--- config.mk ---
export PLATFORM = sky130hd
export DESIGN_NAME = pkt_word_packer
export DESIGN_NICKNAME = d
export VERILOG_FILES = /design/src/rtl/pkt_packer_pkg.sv /design/src/rtl/pkt_word_obuf.sv /design/src/rtl/pkt_word_packer.sv
export SDC_FILE = /design/constraint.sdc
export NUM_CORES = 1
export LEC_CHECK = 0
export BUFFER_PORTS_ARGS = -buffer_cell sky130_fd_sc_hd__buf_2
export CORE_MARGIN = 4
export CORE_UTILIZATION = 54
export CTS_BUF_LIST = sky130_fd_sc_hd__clkbuf_2
export DETAILED_ROUTE_END_ITERATION = 12
export GPL_TIMING_DRIVEN = 0
export PLACE_DENSITY = 0.78
export SYNTH_ARGS = -nofsm -noshare
export SYNTH_HDL_FRONTEND = slang
export SYNTH_HIERARCHICAL = 1
export SYNTH_SLANG_ARGS = --single-unit
--- constraint.sdc ---
create_clock -name CLK -period 3.1 [get_ports CLK]
set_input_delay 0.155 -clock CLK [delete_from_list [all_inputs] [get_ports CLK]]
set_output_delay 0.155 -clock CLK [all_outputs]
set_load 0.005 [all_outputs]
--- src/rtl/pkt_packer_pkg.sv ---
// Shared types for the byte-to-word packer: FSM states and the output word record.
package pkt_packer_pkg;

    typedef enum logic [1:0] {
        IDLE,
        PACK,
        DROP
    } pkt_state_e;

    localparam int WORD_BYTES = 4;

    typedef struct packed {
        logic [31:0] data;
        logic        sop;
        logic        eop;
        logic [2:0]  nbytes;
    } pkt_word_t;

endpackage

--- src/rtl/pkt_word_obuf.sv ---
// Single-entry valid/ready output register; a new word may replace the draining one in the same cycle.
module pkt_word_obuf
    import pkt_packer_pkg::*;
(
    input  logic      clk,
    input  logic      rst,
    input  logic      load_i,
    input  pkt_word_t word_i,
    input  logic      ready_i,
    output logic      valid_o,
    output pkt_word_t word_o,
    output logic      in_ready_o
);

    logic      valid_q, valid_d;
    pkt_word_t word_q, word_d;

    always_comb begin
        valid_d = valid_q;
        word_d  = word_q;
        if (load_i) begin
            valid_d = 1'b1;
            word_d  = word_i;
        end else if (ready_i) begin
            valid_d = 1'b0;
        end
    end

    always_ff @(posedge clk or posedge rst) begin
        if (rst) begin
            valid_q <= 1'b0;
            word_q  <= '0;
        end else begin
            valid_q <= valid_d;
            word_q  <= word_d;
        end
    end

    // Held low during reset so no byte can be taken while state is being cleared.
    assign in_ready_o = !rst && (!valid_q || ready_i);
    assign valid_o    = valid_q;
    assign word_o     = word_q;

endmodule

--- src/rtl/pkt_word_packer.sv ---
// Packs a framed byte stream into 32-bit little-lane words, enforcing sop/eop framing and a length cap.
module pkt_word_packer
    import pkt_packer_pkg::*;
#(
    parameter int MAX_PLEN = 2048,
    parameter int LEN_W    = 16
) (
    input  logic             CLK,
    input  logic             reset,
    input  logic             in_valid_i,
    output logic             in_ready_o,
    input  logic [7:0]       in_data_i,
    input  logic             in_sop_i,
    input  logic             in_eop_i,
    output logic [31:0]      bus_o,
    output logic             word_valid_o,
    input  logic             word_ready_i,
    output logic             start_of_packet_o,
    output logic             end_of_packet_o,
    output logic [2:0]       word_bytes_o,
    output logic             pkt_done_o,
    output logic [LEN_W-1:0] pkt_len_o,
    output logic             err_o
);

    localparam logic [LEN_W-1:0] MAX_LEN = LEN_W'(MAX_PLEN);

    pkt_state_e       state_q, state_d;
    logic [31:0]      acc_q, acc_d;
    logic [1:0]       lane_q, lane_d;
    logic [LEN_W-1:0] cnt_q, cnt_d;
    logic [LEN_W-1:0] len_q, len_d;
    logic             first_q, first_d;
    logic             done_q, done_d;
    logic             err_q, err_d;

    logic             accept, take, trunc, load, sop_w, obuf_ready;
    logic [1:0]       wr_idx;
    logic [31:0]      wr_base, data_w;
    logic [LEN_W-1:0] cnt_new;
    pkt_word_t        word_new, word_out;

    assign accept     = in_valid_i && obuf_ready;
    assign in_ready_o = obuf_ready;

    always_comb begin
        state_d  = state_q;
        acc_d    = acc_q;
        lane_d   = lane_q;
        cnt_d    = cnt_q;
        len_d    = len_q;
        first_d  = first_q;
        done_d   = 1'b0;
        err_d    = 1'b0;
        load     = 1'b0;
        word_new = '0;
        take     = 1'b0;
        trunc    = 1'b0;
        wr_idx   = lane_q;
        wr_base  = acc_q;
        sop_w    = first_q;
        cnt_new  = (cnt_q == MAX_LEN) ? cnt_q : cnt_q + 1'b1;
        data_w   = '0;

        if (accept) begin
            if (in_sop_i) begin
                // A sop always restarts; only an open packet in PACK counts as aborted.
                take    = 1'b1;
                err_d   = (state_q == PACK);
                wr_idx  = 2'd0;
                wr_base = '0;
                sop_w   = 1'b1;
                cnt_new = LEN_W'(1);
            end else begin
                case (state_q)
                    IDLE:    err_d = 1'b1;
                    PACK:    take  = 1'b1;
                    DROP:    if (in_eop_i) state_d = IDLE;
                    default: state_d = IDLE;
                endcase
            end
        end

        if (take) begin
            data_w = wr_base;
            data_w[{wr_idx, 3'b000} +: 8] = in_data_i;
            trunc  = !in_eop_i && (cnt_new == MAX_LEN);
            cnt_d  = cnt_new;

            if (in_eop_i || trunc || wr_idx == 2'(WORD_BYTES - 1)) begin
                load     = 1'b1;
                word_new = '{data: data_w, sop: sop_w, eop: in_eop_i || trunc,
                             nbytes: {1'b0, wr_idx} + 3'd1};
                acc_d    = '0;
                lane_d   = 2'd0;
                first_d  = 1'b0;
            end else begin
                acc_d   = data_w;
                lane_d  = wr_idx + 2'd1;
                first_d = sop_w;
            end

            if (in_eop_i) begin
                len_d   = cnt_new;
                done_d  = 1'b1;
                state_d = IDLE;
            end else if (trunc) begin
                len_d   = cnt_new;
                done_d  = 1'b1;
                err_d   = 1'b1;
                state_d = DROP;
            end else begin
                state_d = PACK;
            end
        end
    end

    always_ff @(posedge CLK or posedge reset) begin
        if (reset) begin
            state_q <= IDLE;
            acc_q   <= '0;
            lane_q  <= '0;
            cnt_q   <= '0;
            len_q   <= '0;
            first_q <= 1'b0;
            done_q  <= 1'b0;
            err_q   <= 1'b0;
        end else begin
            state_q <= state_d;
            acc_q   <= acc_d;
            lane_q  <= lane_d;
            cnt_q   <= cnt_d;
            len_q   <= len_d;
            first_q <= first_d;
            done_q  <= done_d;
            err_q   <= err_d;
        end
    end

    pkt_word_obuf u_obuf (
        .clk       (CLK),
        .rst       (reset),
        .load_i    (load),
        .word_i    (word_new),
        .ready_i   (word_ready_i),
        .valid_o   (word_valid_o),
        .word_o    (word_out),
        .in_ready_o(obuf_ready)
    );

    assign bus_o             = word_out.data;
    assign start_of_packet_o = word_out.sop;
    assign end_of_packet_o   = word_out.eop;
    assign word_bytes_o      = word_out.nbytes;
    assign pkt_done_o        = done_q;
    assign pkt_len_o         = len_q;
    assign err_o             = err_q;

endmodule

==> results.cfg, run 1 <==
[run_status]
outcome = finished with violations
violations = setup timing

[global_routing]
grt_first_pass_wirelength_um = 22200
grt.overflow.total = 0
gr-usage-all-layers_pct = 23.8
grt_start_max_net_pins = 72
grt_antenna_before_repair = 0
grt_pass1_vias = 4426

[layout]
instances_no_fill = 758
antenna-diode-count = 0
final_design_area_no_fill_um2 = 6740
drive_gt1_share_pct = 33.6
nFillCells = 716
synthToLayoutAreaGrowth_pct = 21.7
nNetsFinal = 644

[setup_path]
cp_cell_sequence = inv_2, ha_4, nor4b_4, and4_4, mux2i_4, nand4_1, or4b_4, a21o_4, inv_8, buf_12, buf_12, buf_12, mux2_4
cp.arrival_ns = 3.75
end_kind = flip-flop
path_buf_inv = 5
slowest_delay_ns = 0.55
worstPathRequired_ns = 3.63
startpoint_type = flip-flop
crit_type = reg2reg
worstPathMaxFanout = 5
setup.reg_to_reg.worst_slack_ns = -0.12
critical-path-top-delay-family = simple AND/OR/NAND/NOR gates
cpMaxStageDelayCell = sky130_fd_sc_hd__or4b_4
cpMostUsedCell = sky130_fd_sc_hd__buf_12

[synth]
ys_async_sr_fraction_pct = 100
ys_seq_area_share_pct = 49.2
number_of_nets_in_the_synthesized_netlist = 538
post_synth_num_cell_types = 59
syn_inst = 516
count_of_flip_flops_with_a_built_in_enable_after_synthesis = 0
syn_avg_cell_area_um2 = 10.7
postSynthRegisterBits = 109
ys_dominant_reg_cell = sky130_fd_sc_hd__dfrtp_1
synth.top_cell.area_share_pct = 49.2
synth.largest_area_cell = sky130_fd_sc_hd__dfrtp_1
netlist_area_um2 = 5540
synth.area.top_cells = sky130_fd_sc_hd__dfrtp_1, sky130_fd_sc_hd__a22oi_1, sky130_fd_sc_hd__nor2_1, sky130_fd_sc_hd__mux2_4, sky130_fd_sc_hd__mux2_2
synthesis.yosys.warnings = 6

[hold_path]
min-delay-path-class = in2reg

[power_and_ir_drop]
power.share.combinational_pct = 31.7
power.density_cell_area_nw_per_um2 = 491
share_clk_of_total_power_pct = 17.4
p_sw_mw = 1.17
vdd_drop_max_mv = 0.296
p_int_mw = 2.13
power_leakage_nw = 3.23
total_power_consumption_of_the_routed_design_mw = 3.31
power.switching_fraction_pct = 35.5
sequentialPowerShare_pct = 50.9

[timing]
report.final.hold_viol_count = 0
final.min_clock_period_ns = 3.22
number_of_max_slew_violations_in_the_final_report = 0
timing.clock.skew_ns = 0.0477
setup_total_negative_slack_ns = -0.914
max_slew_margin_pct = 41.6
grt_setup_unrepaired = true
period_share_pct = 104
max_clk_rate_ghz = 0.310
finalWorstSetupSlack_ns = -0.125
setup_viol_count_final = 19
tightestPinTransition_ns = 0.876

[routing]
routed_wire_length_per_instance_um = 18.0
first_iter_violations = 193
first_pass_iters = 5
remaining_drc_errors = 0
routed-via-count = 4486
route.antenna.remaining_nets = 0
totalWireLength_um = 13700
detail_route.vias_per_cell = 5.92

[clock_tree]
worst_skew_pair.late_latency_ns = 0.63
clk_path_buf_depth = 2
cts_buffers = 9
clock_tree_from_tritoncts = yes
cts-htree-levels = 3
clock_transition_at_path_regs_ns = 0.31
tritoncts_num_sinks = 109
clockRootBuffer = sky130_fd_sc_hd__clkbuf_2

[place]
portBuffers = 62
place_hpwl_um = 9010
placement.cell_area_um2 = 6070
placement.setup.worst_slack_ns = -0.655
placedCellCount = 711
finalWeightedCongestion = 0.918

[floorplanning]
rows = 36
dieWidth_um = 109
floorplan.initialDensity_pct = 56.2
die_y_um = 109
die_area_um2 = 11900
io-pin-count = 71
coreArea_um2 = 9860

[flow_run]
cap_viol_max_count = 0
## state kept, by name, summed over array words and instances (netlist names)
register	cells
u_obuf/valid_o	1
lane_q	2
acc_q	32
pkt_len_o	16
u_obuf/word_o	37
cnt_q	16
pkt_done_o	1
first_q	1
state_q	2
err_o	1
## power groups by stage
stage	Sequential (mW)	Clock (mW)	Combinational [mW]
final	1.68	0.574	1.05
after global routing	1.71	0.642	1.14
after CTS	1.68	0.592	0.964
after detailed placement	1.70	0	0.813
after global placement	1.69	0	0.791
after floorplan	1.68	0	0.581
## stage by stage
stage / utilization, % / hold WS (ns)
floorplan: - / 0.341
global route: 68.3 / 0.0106
finish: 68.3 / 0.0180
CTS: 66.7 / 0.00345
global placement: 61.5 / 0.462
detailed placement: 61.6 / 0.419
## final cells by class
type	count	area, µm²	area share, %
multi-input combinational	352	2760	41.0
timing repair buffer	99	686	10.2
clock inverter	5	35.0	0.520
clock buffer	9	45.0	0.668
tap	133	166	2.47
inverter	13	58.8	0.873
sequential	109	2730	40.5
buffer	38	256	3.81
## cells in the final DEF, fill, tap and decap left out, types with 4 or more instances in the layout
master	instances
sky130_fd_sc_hd__mux2_2	17
sky130_fd_sc_hd__xnor2_1	5
sky130_fd_sc_hd__dlygate4sd3_1	8
sky130_fd_sc_hd__nand2b_1	4
sky130_fd_sc_hd__clkbuf_2	14
sky130_fd_sc_hd__nand2_1	30
sky130_fd_sc_hd__nor3_1	6
sky130_fd_sc_hd__a21o_1	5
sky130_fd_sc_hd__dfrtp_1	107
sky130_fd_sc_hd__buf_2	67
sky130_fd_sc_hd__mux2i_1	4
sky130_fd_sc_hd__buf_12	5
sky130_fd_sc_hd__buf_6	7
sky130_fd_sc_hd__and2_1	4
sky130_fd_sc_hd__a22oi_1	49
sky130_fd_sc_hd__buf_4	23
sky130_fd_sc_hd__a21oi_1	8
sky130_fd_sc_hd__mux2_4	22
sky130_fd_sc_hd__nor2_1	77
sky130_fd_sc_hd__and3_1	4
sky130_fd_sc_hd__nand4_1	4
sky130_fd_sc_hd__inv_1	8
sky130_fd_sc_hd__clkbuf_1	7
sky130_fd_sc_hd__nor4_4	5
sky130_fd_sc_hd__ha_1	6
sky130_fd_sc_hd__o21ai_0	9
sky130_fd_sc_hd__o2bb2ai_1	8
sky130_fd_sc_hd__buf_1	9
sky130_fd_sc_hd__a32o_1	16
## timing repair
action | CTS | global route
hold buffers | 8 | 0
buffers inserted | 16 | 11
endpoints found under the hold margin | 124 | 0
endpoints found under the setup margin | 76 | 68
gates cloned | 2 | 1
resized for setup | 39 | 33
pin swaps | 8 | 10
## synthesized netlist by cell type, types with 5 or more instances
cell type and number:
sky130_fd_sc_hd__buf_2 8, sky130_fd_sc_hd__a21o_1 6, sky130_fd_sc_hd__nand2_1 32, sky130_fd_sc_hd__ha_1 8
sky130_fd_sc_hd__dfrtp_1 109, sky130_fd_sc_hd__buf_6 8, sky130_fd_sc_hd__nor4_1 6, sky130_fd_sc_hd__o2bb2ai_1 8
sky130_fd_sc_hd__mux2_2 20, sky130_fd_sc_hd__buf_1 9, sky130_fd_sc_hd__nor2_1 77, sky130_fd_sc_hd__xnor2_1 6
sky130_fd_sc_hd__a21oi_1 10, sky130_fd_sc_hd__nor3_1 9, sky130_fd_sc_hd__o21ai_0 10, sky130_fd_sc_hd__mux2_4 19
sky130_fd_sc_hd__and3_1 5, sky130_fd_sc_hd__inv_1 12, sky130_fd_sc_hd__clkbuf_1 15, sky130_fd_sc_hd__a22oi_1 49
sky130_fd_sc_hd__mux2i_1 6, sky130_fd_sc_hd__a32o_1 16
## layer usage
| metal | global-route usage (%) | share of wire [%] |
|---|---|---|
| met4 | 8.46 | 1.7 |
| met3 | 3.49 | 4.7 |
| met2 | 37.4 | 47 |
| met1 | 33.9 | 47 |
| met5 | 0 | 0 |
## logic make-up after synthesis
family                     Yosys count  synth area share, %
and+or+nand+nor                    170                 15.5
AOI/OAI and AO/OA                  120                 16.5
DFF                                109                 49.2
buffers and inverters               55                 5.22
muxes                               45                 10.3
xor gates and xnor gates             9                 1.42
adders and majority gates            8                 1.81
## final timing paths
kind,endpoint,from,cells after the start
max,u_obuf/word_o[17],cnt_q[0],13
min,acc_q[3],in_data_i[3],2
max reg2reg,u_obuf/word_o[17],cnt_q[0],13
min reg2reg,pkt_len_o[14],pkt_len_o[14],1
max in group asynchronous,cnt_q[0],reset,3
min in group asynchronous,u_obuf/word_o[12],reset,3
(Power assumes the default switching activity.)
==> run 2: changes to the inputs <==
PLACE_DENSITY = 0.79   (was 0.78)
SYNTH_HIERARCHICAL = default   (was 1)
==> run 2 against run 1 <==
Effect of this change: setup slack gained 0.13 ns; via count shrank 0.40%; die area down 6.4%; register-to-register slack better by 0.13 ns; synthesized cell count is 9.3% lower; the run now ends clean; largest power group unchanged; largest cell class is now flip-flops and latches; worst hold slack better by 0.0065 ns; design area is 5.8% lower; critical path depth shrank 5; count of clock-buffer cells in the layout unchanged; flip-flop and latch count unchanged.
==> results.cfg, run 2 <==
[clock_tree]
clk_path_buf_depth = 2
clockRootBuffer = sky130_fd_sc_hd__clkbuf_2
tritoncts_num_sinks = 109
clock_tree_from_tritoncts = yes
cts-htree-levels = 3
worst_skew_pair.late_latency_ns = 0.61
clock_transition_at_path_regs_ns = 0.32
cts_buffers = 9

[global_routing]
grt.overflow.total = 0
grt_first_pass_wirelength_um = 23000
grt_start_max_net_pins = 63
gr-usage-all-layers_pct = 25.6
grt_pass1_vias = 4583
grt_antenna_before_repair = 0

[synth]
synth.most_common_cell = sky130_fd_sc_hd__dfrtp_1
syn_avg_cell_area_um2 = 11.0
ys_seq_area_share_pct = 52.9
count_of_flip_flops_with_a_built_in_enable_after_synthesis = 0
synth.largest_area_cell = sky130_fd_sc_hd__dfrtp_1
synthesis.yosys.warnings = 0
number_of_nets_in_the_synthesized_netlist = 490
postSynthRegisterBits = 109
ys_dominant_reg_cell = sky130_fd_sc_hd__dfrtp_1
synth.area.top_cells = sky130_fd_sc_hd__dfrtp_1, sky130_fd_sc_hd__a22o_1, sky130_fd_sc_hd__a2bb2oi_1, sky130_fd_sc_hd__a221oi_1, sky130_fd_sc_hd__o2bb2ai_1
synth.top_cell.area_share_pct = 52.9
ys_async_sr_fraction_pct = 100
syn_inst = 468
post_synth_num_cell_types = 54
netlist_area_um2 = 5160
synth.cells.most_frequent = sky130_fd_sc_hd__dfrtp_1, sky130_fd_sc_hd__nand2_1, sky130_fd_sc_hd__a22o_1

[flow_run]
cap_viol_max_count = 0

[timing]
report.final.hold_viol_count = 0
finalWorstSetupSlack_ns = 0.00873
period_share_pct = 99.7
tightestPinTransition_ns = 0.800
final.min_clock_period_ns = 3.09
timing.clock.skew_ns = 0.0261
max_slew_margin_pct = 46.5
max_clk_rate_ghz = 0.323
number_of_max_slew_violations_in_the_final_report = 0
setup_viol_count_final = 0

[power_and_ir_drop]
vdd_drop_max_mv = 0.335
share_clk_of_total_power_pct = 16.9
power.share.combinational_pct = 33.0
p_int_mw = 2.37
power.switching_fraction_pct = 35.4
sequentialPowerShare_pct = 50.1
power_leakage_nw = 2.82
power.density_cell_area_nw_per_um2 = 579
p_sw_mw = 1.30

[layout]
register_area_um2 = 2740
total_area_of_multi_input_combinational_cells_um2 = 2500
synthToLayoutAreaGrowth_pct = 23.1
nNetsFinal = 596
mostFrequentLayoutCell = sky130_fd_sc_hd__dfrtp_1
antenna-diode-count = 0
max_ffs_per_register = 37
instances_no_fill = 708
nFillCells = 700
mostFrequentLayoutCells = sky130_fd_sc_hd__dfrtp_1, sky130_fd_sc_hd__buf_2, sky130_fd_sc_hd__nand2_1
drive_gt1_share_pct = 29.7

[floorplanning]
die_y_um = 106
floorplan.initialDensity_pct = 55.5
io-pin-count = 71
die_area_um2 = 11200
rows = 35
coreArea_um2 = 9280
dieWidth_um = 106

[place]
place_hpwl_um = 9230
placedCellCount = 662
placement.setup.worst_slack_ns = -0.817
finalWeightedCongestion = 0.910
portBuffers = 64

[routing]
totalWireLength_um = 14100
remaining_drc_errors = 0
first_pass_iters = 5
detail_route.vias_per_cell = 6.31
route.antenna.remaining_nets = 0
routed-via-count = 4468
routed_wire_length_per_instance_um = 20.0
first_iter_violations = 370

[setup_path]
crit_type = reg2reg
end_kind = flip-flop
worstPathRequired_ns = 3.61
worstPathMaxFanout = 4
startpoint_type = flip-flop
cp.arrival_ns = 3.60

[run_status]
outcome = complete, no violations

[hold_path]
min-delay-path-class = in2reg
run 2: cell types whose count changed after synthesis, moves of 19 or more:
cell	delta
sky130_fd_sc_hd__nor2_1	-52
sky130_fd_sc_hd__a22oi_1	-44
sky130_fd_sc_hd__a2bb2oi_1	+26
sky130_fd_sc_hd__a221oi_1	+24
sky130_fd_sc_hd__a22o_1	+24
sky130_fd_sc_hd__mux2_4	-19
run 2: final cells by class:
cell class,count,share of cell area (%)
well taps,129,2.54
clock buffers,9,0.710
inverters,14,0.867
clock inverters,7,0.926
flip-flops and latches,109,43.2
repair buffers,99,10.1
plain buffers,30,2.37
multi-input cells,311,39.3
run 2: worst max-delay path, cell delays in order (launching register included):
cell and delay [ns]:
sky130_fd_sc_hd__dfrtp_2 0.52, sky130_fd_sc_hd__inv_2 0.10, sky130_fd_sc_hd__ha_4 0.22, sky130_fd_sc_hd__or4b_4 0.51, sky130_fd_sc_hd__a211oi_4 0.32, sky130_fd_sc_hd__o211ai_1 0.14
sky130_fd_sc_hd__a2111oi_1 0.67, sky130_fd_sc_hd__a21oi_1 0.17, sky130_fd_sc_hd__o32ai_1 0.36
run 2: logic make-up after synthesis:
family | count (synthesis) | synth area share [%]
adders and majority gates | 8 | 1.94
AOI/OAI and AO/OA | 160 | 24.9
DFF | 109 | 52.9
muxes | 9 | 1.89
buffers and inverters | 48 | 3.62
xor gates and xnor gates | 16 | 2.72
and+or+nand+nor | 118 | 12.0
run 2: path summary, 6_finish.rpt:
check | start | end | slack [ns] | depth (start not counted)
worst min-delay path | in_data_i[0] | acc_q[16] | 0.02 | 2
worst min register to register | acc_q[5] | acc_q[5] | 0.52 | 2
min in group asynchronous | reset | u_obuf.word_o[24] | 0.20 | 3
worst max-delay path | cnt_q[0] | err_o | 0.009 | 8
worst max register to register | cnt_q[0] | err_o | 0.009 | 8
max in group asynchronous | reset | cnt_q[8] | 2.20 | 4
run 2: power by group through the flow:
stage	clock, mW	combinational, mW	sequential [mW]
global route	0.695	1.33	1.88
floorplan	0	0.600	1.86
finish	0.620	1.21	1.84
CTS	0.623	1.13	1.83
global placement	0	0.980	1.85
detailed placement	0	1.01	1.86
run 2: repair_timing:
action	in CTS	in global routing
gates resized for setup	29	46
endpoints found under the setup margin	92	91
hold buffers	7	0
endpoints found under the hold margin	76	0
setup buffers	21	5
pin swaps	9	13
cloned	0	1
run 2: stage by stage:
step / util (%) / setup TNS [ns] / hold slack [ns] / total power, mW / instance area (µm²)
5_1_grt: 68.4 / -0.299 / 0.0140 / 3.90 / 6350
3_5_place_dp: 61.1 / -42.50 / 0.359 / 2.86 / 5670
4_1_cts: 66.1 / 0 / 0.00786 / 3.58 / 6140
3_3_place_gp: 60.8 / -147.10 / 0.452 / 2.83 / 5640
2_1_floorplan: - / 0 / 0.288 / 2.46 / 5160
6_report: 68.4 / 0 / 0.0245 / 3.67 / 6350
run 2: per-layer routing:
layer  track usage, %  vias to the layer above  wire length, µm  part of all wire, %
li1                 -                     2001                -                    -
met1             32.6                     2202             5730                   41
met2             42.9                      230             7050                   50
met3             3.80                       35              871                  6.2
met4             12.0                        0              478                  3.4
met5                0                        -                0                    0
==> run 3: changes to the inputs <==
CELL_PAD_IN_SITES_DETAIL_PLACEMENT = 1   (was default)
CELL_PAD_IN_SITES_GLOBAL_PLACEMENT = 1   (was default)
CORE_UTILIZATION = 43   (was 54)
REMOVE_ABC_BUFFERS = 1   (was default)
==> run 3 against run 2 <==
Effect of this change: the run now ends with setup timing left; design area increased by 3.0%; core utilization fell by 12 points; global-route usage shrank 2.1 points; combinational power increased by 12%; non-clock buffer count fell by 8; setup slack worse by 0.067 ns; sequential share of layout area down 1.3 points; critical path type unchanged; critical endpoint is now acc_q[23]; largest cell class unchanged; largest power group unchanged.
==> results.cfg, run 3 (synthesized netlist as in run 2, its figures left out) <==
[run_status]
outcome = finished with violations
violations = setup timing

[setup_path]
r2r.worst_path.cells = 10
crit_type = reg2reg
worstPathRequired_ns = 3.65
end_kind = flip-flop
cp.arrival_ns = 3.71
crit-reg2reg-launch = cnt_q[1]
startpoint_type = flip-flop
setup.reg_to_reg.worst_slack_ns = -0.06
worstPathMaxFanout = 9
regToRegEndpoint = acc_q[23]

[place]
place_hpwl_um = 9660
placedCellCount = 649
portBuffers = 70
placement.cell_area_um2 = 5610
finalWeightedCongestion = 0.847

[power_and_ir_drop]
power.density_cell_area_nw_per_um2 = 615
vdd_drop_max_mv = 0.343
power_leakage_nw = 2.87

[global_routing]
grt_first_pass_wirelength_um = 26400
grt_antenna_before_repair = 1
grt_start_max_net_pins = 60
gr-usage-all-layers_pct = 23.4
grt.overflow.total = 0
grt_pass1_vias = 4788

[layout]
synthToLayoutAreaGrowth_pct = 26.7
finish.utilization_pct = 56.5
mostFrequentLayoutCells = sky130_fd_sc_hd__dfrtp_1, sky130_fd_sc_hd__buf_2, sky130_fd_sc_hd__buf_4
drive_gt1_share_pct = 33.3
final_design_area_no_fill_um2 = 6540
max_ffs_per_register = 37
mostFrequentLayoutCell = sky130_fd_sc_hd__dfrtp_1
nNetsFinal = 588
instances_no_fill = 715

[hold_path]
hold_path_depth = 4
min-delay-path-class = in2reg
worst_hold_path.endpoint = err_o
holdCritStartpoint = in_valid_i

[timing]
max_clk_rate_ghz = 0.317
fin_worst_hold_slack_ns = 0.0933
report.final.hold_viol_count = 0
number_of_max_slew_violations_in_the_final_report = 0
tightestPinTransition_ns = 1.07
timing.clock.skew_ns = 0.0522
period_share_pct = 102
final.min_clock_period_ns = 3.16
finalWorstSetupSlack_ns = -0.0583
setup_viol_count_final = 25
grt_setup_unrepaired = true
max_slew_margin_pct = 28.2

[clock_tree]
clk_path_buf_depth = 2
tritoncts_num_sinks = 109
clock_tree_from_tritoncts = yes
cts-htree-levels = 3
clockRootBuffer = sky130_fd_sc_hd__clkbuf_2
clock_transition_at_path_regs_ns = 0.32
cts_buffers = 9
worst_skew_pair.late_latency_ns = 0.63

[floorplanning]
die_area_um2 = 13800
io-pin-count = 71
dieWidth_um = 118
rows = 39
coreArea_um2 = 11600
floorplan.initialDensity_pct = 44.6
die_y_um = 118

[flow_run]
cap_viol_max_count = 0

[routing]
remaining_drc_errors = 0
detail_route.vias_per_cell = 6.33
totalWireLength_um = 17000
routed_wire_length_per_instance_um = 23.7
route.antenna.remaining_nets = 0
first_pass_iters = 4
routed-via-count = 4526
first_iter_violations = 298
-- run 3: changes by cell type in the layout (fill, tap and decap cells not counted), sizes merged, moves of 2 or more --
cell         previous run  this run
clkbuf                 24        10
dlygate4sd3             7        12
bufinv                  0         2
clkinv                  4         2
-- run 3: metrics by stage --
| step | setup slack, ns | setup TNS, ns | power (mW) |
|---|---|---|---|
| finish | -0.0583 | -0.700 | 4.02 |
| CTS | 0.00517 | 0 | 3.86 |
| global route | -0.125 | -3.55 | 4.19 |
| global placement | -2.21 | -234.16 | 2.83 |
| floorplan | -0.985 | -22.55 | 2.44 |
| detailed placement | -1.02 | -71.26 | 2.88 |
-- run 3: final cells by class --
class	instances	area, µm²
Antenna cell	1	2.50
Clock buffer	9	45.0
Clock inverter	7	97.6
Fill cell	1221	5030
Inverter	14	55.1
Multi-Input combinational cell	311	2570
Sequential cell	109	2740
Tap cell	143	179
Timing Repair Buffer	121	846
-- run 3: critical path, cell delays in order, from the launching register on --
cell                       delay (ns)
sky130_fd_sc_hd__dfrtp_1         0.51
sky130_fd_sc_hd__buf_4           0.17
sky130_fd_sc_hd__nand4_1         0.11
sky130_fd_sc_hd__buf_4           0.21
sky130_fd_sc_hd__or4_1           0.43
sky130_fd_sc_hd__a21oi_2         0.24
sky130_fd_sc_hd__nand4_1         0.20
sky130_fd_sc_hd__a2111o_2        0.51
sky130_fd_sc_hd__buf_6           0.17
sky130_fd_sc_hd__a31o_2          0.28
sky130_fd_sc_hd__a22o_1          0.25
-- run 3: worst max path at each step --
stage / startpoint / endpoint / slack, ns / cells past startpoint
final: cnt_q[1] / acc_q[23] / -0.06 / 10
after global placement: word_ready_i / u_obuf.word_o[0] / -2.21 / 6
after floorplan: cnt_q[0] / u_obuf.word_o[0] / -0.99 / 8
after global routing: cnt_q[1] / u_obuf.word_o[0] / -0.12 / 10
after detailed placement: cnt_q[0] / u_obuf.word_o[4] / -1.02 / 8
after CTS: cnt_q[0] / u_obuf.word_o[0] / 0.005 / 9
-- run 3: power by group --
| group | internal (mW) | switching [mW] |
|---|---|---|
| logic | 0.640 | 0.708 |
| clock network | 0.269 | 0.522 |
| registers | 1.68 | 0.197 |
| total | 2.59 | 1.43 |
-- run 3: what timing repair did --
item / in CTS / in global routing
setup buffers: 19 / 17
gates cloned: 1 / 0
hold endpoints to repair: 89 / 0
hold buffers: 12 / 0
endpoints found under the setup margin: 93 / 86
pin swaps: 9 / 12
gates resized for setup: 46 / 26
-- run 3: layer usage --
layer / global-route usage, % / share of wire [%] / vias to the layer above
met2: 37.8 / 50 / 157
met5: 0 / 0 / -
met1: 31.8 / 43 / 2349
li1: - / - / 1988
met4: 8.57 / 2.0 / 0
met3: 4.32 / 4.8 / 32
